==> src/rtl/dmem_arbiter_if.sv <==
// Bus bundle between the two dmem requesters, the arbiter and the data memory.
interface dmem_arbiter_if #(
  parameter int unsigned ADDR_W = 32,
  parameter int unsigned DATA_W = 32
);
  logic              req0;
  logic              we0;
  logic [ADDR_W-1:0] addr0;
  logic [DATA_W-1:0] wdata0;
  logic              ack0;
  logic [DATA_W-1:0] rdata0;

  logic              req1;
  logic              we1;
  logic [ADDR_W-1:0] addr1;
  logic [DATA_W-1:0] wdata1;
  logic              ack1;
  logic [DATA_W-1:0] rdata1;

  logic              ext_lock;

  logic              mem_write;
  logic [ADDR_W-1:0] mem_addr;
  logic [DATA_W-1:0] mem_wdata;
  logic [DATA_W-1:0] mem_rdata;

  // Arbiter side
  modport slave (
    input  req0, we0, addr0, wdata0,
    input  req1, we1, addr1, wdata1,
    input  ext_lock, mem_rdata,
    output ack0, rdata0, ack1, rdata1,
    output mem_write, mem_addr, mem_wdata
  );

  // Requester/memory side
  modport master (
    output req0, we0, addr0, wdata0,
    output req1, we1, addr1, wdata1,
    output ext_lock, mem_rdata,
    input  ack0, rdata0, ack1, rdata1,
    input  mem_write, mem_addr, mem_wdata
  );
endinterface

==> src/rtl/dmem_arbiter.sv <==
// Round-robin arbiter sharing dmem between the core (port 0) and an external requester (port 1).
// Define DMEM_ARB_STATS_EN to add the saturating conflict_cnt stall counter output.
module dmem_arbiter #(
  parameter int unsigned ADDR_W   = 32,
  parameter int unsigned DATA_W   = 32,
  parameter int unsigned MAX_HOLD = 8
) (
  input  logic          clk,
  input  logic          reset,
  dmem_arbiter_if.slave bus
`ifdef DMEM_ARB_STATS_EN
  ,
  output logic [15:0]   conflict_cnt
`endif
);

  localparam int unsigned HOLD_W    = (MAX_HOLD > 1) ? $clog2(MAX_HOLD) : 1;
  localparam int unsigned HOLD_LAST = (MAX_HOLD > 0) ? MAX_HOLD - 1 : 0;

  typedef enum logic [1:0] {
    S_IDLE = 2'd0,
    S_GNT0 = 2'd1,
    S_GNT1 = 2'd2
  } state_e;

  state_e            state_q, state_d;
  logic              last_winner_q, last_winner_d;
  logic [HOLD_W-1:0] hold_cnt_q, hold_cnt_d;
  logic              ack0_c, ack1_c, hold_expired_c;
  logic [HOLD_W-1:0] hold_inc_c;

  always_ff @(posedge clk or negedge reset) begin
    if (!reset) begin
      state_q       <= S_IDLE;
      last_winner_q <= 1'b1;
      hold_cnt_q    <= HOLD_W'(0);
    end else begin
      state_q       <= state_d;
      last_winner_q <= last_winner_d;
      hold_cnt_q    <= hold_cnt_d;
    end
  end

  // Next-state, hold accounting and memory mux, all keyed off the registered grant
  always_comb begin
    state_d        = state_q;
    last_winner_d  = last_winner_q;
    hold_cnt_d     = hold_cnt_q;
    bus.mem_write  = 1'b0;
    bus.mem_addr   = ADDR_W'(0);
    bus.mem_wdata  = DATA_W'(0);

    ack0_c         = (state_q == S_GNT0) && bus.req0;
    ack1_c         = (state_q == S_GNT1) && bus.req1;
    hold_expired_c = (hold_cnt_q >= HOLD_W'(HOLD_LAST));
    hold_inc_c     = hold_expired_c ? hold_cnt_q : hold_cnt_q + HOLD_W'(1);

    bus.ack0   = ack0_c;
    bus.ack1   = ack1_c;
    bus.rdata0 = ack0_c ? bus.mem_rdata : DATA_W'(0);
    bus.rdata1 = ack1_c ? bus.mem_rdata : DATA_W'(0);

    case (state_q)
      S_IDLE: begin
        hold_cnt_d = HOLD_W'(0);
        if (bus.req0 && bus.req1) state_d = last_winner_q ? S_GNT0 : S_GNT1;
        else if (bus.req0)        state_d = S_GNT0;
        else if (bus.req1)        state_d = S_GNT1;
      end
      S_GNT0: begin
        bus.mem_addr  = bus.addr0;
        bus.mem_wdata = bus.wdata0;
        bus.mem_write = ack0_c && bus.we0;
        if (bus.req0 && (!bus.req1 || !hold_expired_c)) begin
          hold_cnt_d = bus.req1 ? hold_inc_c : HOLD_W'(0);
        end else if (bus.req1) begin
          state_d    = S_GNT1;
          hold_cnt_d = HOLD_W'(0);
        end else begin
          state_d    = S_IDLE;
          hold_cnt_d = HOLD_W'(0);
        end
      end
      S_GNT1: begin
        bus.mem_addr  = bus.addr1;
        bus.mem_wdata = bus.wdata1;
        bus.mem_write = ack1_c && bus.we1;
        // ext_lock lets the external port hold the memory past MAX_HOLD
        if (bus.req1 && (!bus.req0 || !hold_expired_c || bus.ext_lock)) begin
          hold_cnt_d = bus.req0 ? hold_inc_c : HOLD_W'(0);
        end else if (bus.req0) begin
          state_d    = S_GNT0;
          hold_cnt_d = HOLD_W'(0);
        end else begin
          state_d    = S_IDLE;
          hold_cnt_d = HOLD_W'(0);
        end
      end
      default: begin
        state_d    = S_IDLE;
        hold_cnt_d = HOLD_W'(0);
      end
    endcase

    if (ack0_c)      last_winner_d = 1'b0;
    else if (ack1_c) last_winner_d = 1'b1;
  end

`ifdef DMEM_ARB_STATS_EN
  logic [15:0] conflict_cnt_q, conflict_cnt_d;

  // Counts cycles where any requester is left waiting
  always_comb begin
    conflict_cnt_d = conflict_cnt_q;
    if (((bus.req0 && !ack0_c) || (bus.req1 && !ack1_c)) && (conflict_cnt_q != 16'hFFFF))
      conflict_cnt_d = conflict_cnt_q + 16'd1;
  end

  always_ff @(posedge clk or negedge reset) begin
    if (!reset) conflict_cnt_q <= 16'd0;
    else        conflict_cnt_q <= conflict_cnt_d;
  end

  assign conflict_cnt = conflict_cnt_q;
`endif

endmodule

==> src/flat_wrapper.sv <==
// flat-port wrapper written by rule: the top's interface ports become plain ports
module dmem_arbiter_flat 
#(
  parameter int unsigned ADDR_W   = 32,
  parameter int unsigned DATA_W   = 32,
  parameter int unsigned MAX_HOLD = 8
)
  (clk, reset, bus_req0, bus_we0, bus_addr0, bus_wdata0, bus_req1, bus_we1, bus_addr1, bus_wdata1, bus_ext_lock, bus_mem_rdata, bus_ack0, bus_rdata0, bus_ack1, bus_rdata1, bus_mem_write, bus_mem_addr, bus_mem_wdata);
  dmem_arbiter_if #(.ADDR_W(ADDR_W), .DATA_W(DATA_W)) bus_i ();
  input  logic clk;
  input  logic reset;
  input wire logic [$bits(bus_i.req0)-1:0] bus_req0;
  input wire logic [$bits(bus_i.we0)-1:0] bus_we0;
  input wire logic [$bits(bus_i.addr0)-1:0] bus_addr0;
  input wire logic [$bits(bus_i.wdata0)-1:0] bus_wdata0;
  input wire logic [$bits(bus_i.req1)-1:0] bus_req1;
  input wire logic [$bits(bus_i.we1)-1:0] bus_we1;
  input wire logic [$bits(bus_i.addr1)-1:0] bus_addr1;
  input wire logic [$bits(bus_i.wdata1)-1:0] bus_wdata1;
  input wire logic [$bits(bus_i.ext_lock)-1:0] bus_ext_lock;
  input wire logic [$bits(bus_i.mem_rdata)-1:0] bus_mem_rdata;
  output wire logic [$bits(bus_i.ack0)-1:0] bus_ack0;
  output wire logic [$bits(bus_i.rdata0)-1:0] bus_rdata0;
  output wire logic [$bits(bus_i.ack1)-1:0] bus_ack1;
  output wire logic [$bits(bus_i.rdata1)-1:0] bus_rdata1;
  output wire logic [$bits(bus_i.mem_write)-1:0] bus_mem_write;
  output wire logic [$bits(bus_i.mem_addr)-1:0] bus_mem_addr;
  output wire logic [$bits(bus_i.mem_wdata)-1:0] bus_mem_wdata;
  assign bus_i.req0 = bus_req0;
  assign bus_i.we0 = bus_we0;
  assign bus_i.addr0 = bus_addr0;
  assign bus_i.wdata0 = bus_wdata0;
  assign bus_i.req1 = bus_req1;
  assign bus_i.we1 = bus_we1;
  assign bus_i.addr1 = bus_addr1;
  assign bus_i.wdata1 = bus_wdata1;
  assign bus_i.ext_lock = bus_ext_lock;
  assign bus_i.mem_rdata = bus_mem_rdata;
  assign bus_ack0 = bus_i.ack0;
  assign bus_rdata0 = bus_i.rdata0;
  assign bus_ack1 = bus_i.ack1;
  assign bus_rdata1 = bus_i.rdata1;
  assign bus_mem_write = bus_i.mem_write;
  assign bus_mem_addr = bus_i.mem_addr;
  assign bus_mem_wdata = bus_i.mem_wdata;
  dmem_arbiter #(.ADDR_W(ADDR_W), .DATA_W(DATA_W), .MAX_HOLD(MAX_HOLD)) u_core (.clk(clk), .reset(reset), .bus(bus_i));
endmodule
==> config.mk <==
export PLATFORM = sky130hd
export DESIGN_NAME = dmem_arbiter_flat
export DESIGN_NICKNAME = d
export VERILOG_FILES = /design/src/rtl/dmem_arbiter_if.sv /design/src/rtl/dmem_arbiter.sv /design/src/flat_wrapper.sv
export SDC_FILE = /design/constraint.sdc
export NUM_CORES = 1
export LEC_CHECK = 0
export CAP_MARGIN = 20
export CORE_AREA = 2 2 115 117
export CTS_CLUSTER_DIAMETER = 30
export DETAILED_ROUTE_END_ITERATION = 6
export DIE_AREA = 0 0 117 119
export GPL_TIMING_DRIVEN = 0
export SETUP_SLACK_MARGIN = 0.1
export SLEW_MARGIN = 20
export SYNTH_ARGS = -nofsm -noshare
export SYNTH_HDL_FRONTEND = slang
export SYNTH_SLANG_ARGS = --single-unit
==> constraint.sdc <==
create_clock -name clk -period 3.4 [get_ports clk]
set_input_delay 0.68 -clock clk [delete_from_list [all_inputs] [get_ports clk]]
set_output_delay 0.68 -clock clk [all_outputs]
set_load 0.005 [all_outputs]
==> results.ini <==
[routing]
detail-route-antenna-nets = 0
via_per_inst = 4.47
drc = 0
drt_first_iter_violations = 111
wl_per_cell_um = 17.2
routed_wl_um = 13100
firstDrtPassIters = 4
vias = 3395

[sta]
period_share = 0.937
drv_slew = 0
slew_headroom = 0.574
setup_violations = 0
timing.fmax_ghz = 0.314
setup-tns-final_ns = 0
hold_viol = 0
tightest_slew_ns = 0.639
finClkSkew_ns = 0.000378
rsz0062_at_grt = no
finalCriticalPeriod_ns = 3.19

[floorplanning]
io_pins = 298
die_h_um = 119
fp-row-count = 42
initial_utilization = 0.151
die_area_mm2 = 0.0139
core_area_mm2 = 0.0129
die_width_um = 117

[synthesis]
synth-edff-count = 0
synth_area_leaders = a22oi_1 (25%), and3_1 (22%), nor2b_1 (21%)
ys.flop_type = dfrtp_1
yosysTopAreaCell = a22oi_1
ys_warn_count = 0
yosysUniqueCellTypes = 28
postSynthCellCount = 283
ys_ff_latch = 6
yosysSeqAreaShare = 0.0778
synth_area_mm2 = 0.00195
avgSynthCellArea_um2 = 6.87
syn_nets = 456
synth_top_cell_area_share = 0.251
ys_async_sr_fraction = 1.00

[placed_design]
hpwl_um = 11000
port_buffers = 297
gp_congestion = 0.871

[grt]
grt_pass1_vias = 3571
grt_pass1_wl_um = 19200
track_usage = 0.176
grt_start_max_net_pins = 11
antenna_found_initial = 0
grt_overflow = 0

[worst_setup_path]
path_class = input port to output pin
cp.arrival_ns = 2.51
cp_data_required_time_ns = 2.72
crit_fanout = 10
crit_path_end_kind = output pin
worst_setup_path_start_kind = input port

[clock_tree]
clock_latency_ns = 0.23
cts_setup_buffers = 0
ctsRootBufferMaster = clkbuf_16
cts_buffers = 3
clock-sinks = 6
cts.clk_slew.worst_paths_ns = 0.03
htreeDepth = 1
cts_tree = built
cts_buffer_depth = 2

[finish]
drive_gt1_frac = 0.0377
antenna_cells = 0
synthToLayoutAreaGrowth_pct = 168
fin_nets = 758

[power_and_ir_drop]
p_leak_uw = 0.00204
peakVddDrop_mv = 0.215
power_uw = 2670
power_density_mw_per_mm2 = 512

[job]
maxCapViolations = 0

[outcome]
status = completed

[worst_hold_path]
hold_path.class = flip-flop to flip-flop

[metrics by stage]
stage / utilization / hold WS, ns / instance area [µm²] / instances / worst slack [ns]
floorplan: - / 0.384 / 1950 / 283 / 1.41
global placement: 0.399 / 0.538 / 5140 / 756 / 0.268
detailed placement: 0.399 / 0.544 / 5140 / 756 / 0.235
CTS: 0.405 / 0.549 / 5220 / 760 / 0.221
global route: 0.405 / 0.563 / 5220 / 760 / 0.119
finish: 0.405 / 0.549 / 5220 / 760 / 0.214
[kinds of logic after synthesis]
logic type	share of synthesized area
flops	0.0778
simple gates	0.462
compound gates	0.304
mux	0.0180
buf+inv	0.0997
fa+ha+maj	0.0386
[registers in the layout, indices dropped and copies added, names as in the netlist]
signal,cells
u_core.last_winner_q,1
u_core.state_q,2
u_core.hold_cnt_q,3
[layer usage]
layer | GRT usage | routed length, µm
met5 | 0 | 0
met4 | 0.0250 | 132
met3 | 0.0305 | 742
met2 | 0.325 | 6800
met1 | 0.214 | 5380
[cells in the final DEF (no fill, tap or decap), types with 2 or more instances in the layout]
cell and instances:
a21oi_1 5, a22oi_1 65, and3_1 68, buf_2 5, buf_4 4, clkbuf_1 26
clkbuf_16 3, clkbuf_2 2, clkdlybuf4s50_1 297, dfrtp_1 5, ha_1 6, inv_1 8
mux2i_1 2, nand2_1 3, nand2b_1 2, nor2b_1 66, o21ai_1 2, o22ai_1 2
[Yosys cell counts, types with 2 or more instances]
cell type   n
o22ai_1     2
buf_2       5
buf_4       4
nand2_1     3
a22oi_1    65
clkbuf_1   27
o21ai_1     2
nand2b_1    2
nor2b_1    66
ha_1        6
inv_1       8
and3_1     68
dfrtp_1     5
a21oi_1     5
mux2i_1     2
[final cells by class]
| cell class | instances | area [µm²] |
|---|---|---|
| Fill cell | 1328 | 7650 |
| Timing Repair Buffer | 297 | 2970 |
| Multi-Input combinational cell | 231 | 1600 |
| Tap cell | 176 | 220 |
| Buffer | 37 | 163 |
| Sequential cell | 6 | 151 |
| Clock buffer | 4 | 78.8 |
| Inverter | 9 | 33.8 |
[report_power, final]
part / total (µW) / internal (µW) / switching (µW)
registers: 117 / 95.2 / 21.6
logic: 2350 / 1330 / 1030
clock network: 200 / 156 / 43.8
[worst max-delay path, cell delays in order]
cell,delay (ns)
clkdlybuf4s50_1,0.55
buf_4,0.21
clkbuf_1,0.31
and3_1,0.23
clkdlybuf4s50_1,0.52
[timing repair]
| item | CTS | global route |
|---|---|---|
| endpoints found under the setup margin | 1 | 1 |
| gates resized for setup | 1 | 2 |
| gates cloned | 0 | 0 |
| hold buffers | 0 | 0 |
[final timing paths]
| path | startpoint | end | slack [ns] | cells past startpoint |
|---|---|---|---|---|
| max in group asynchronous | reset | u_core.last_winner_q$_DFFE_PN1P_ | 2.46 | 1 |
| min in group asynchronous | reset | u_core.hold_cnt_q[2]$_DFF_PN0_ | 0.68 | 1 |
| worst max-delay path | bus_req1 | bus_rdata1[2] | 0.21 | 5 |
| worst max register to register | u_core.hold_cnt_q[0]$_DFF_PN0_ | u_core.state_q[1]$_DFFE_PN0P_ | 1.54 | 6 |
| worst min register to register | u_core.last_winner_q$_DFFE_PN1P_ | u_core.last_winner_q$_DFFE_PN1P_ | 0.55 | 1 |
| worst min-delay path | u_core.last_winner_q$_DFFE_PN1P_ | u_core.last_winner_q$_DFFE_PN1P_ | 0.55 | 1 |
No activity file was read; power rests on OpenSTA's default activity.
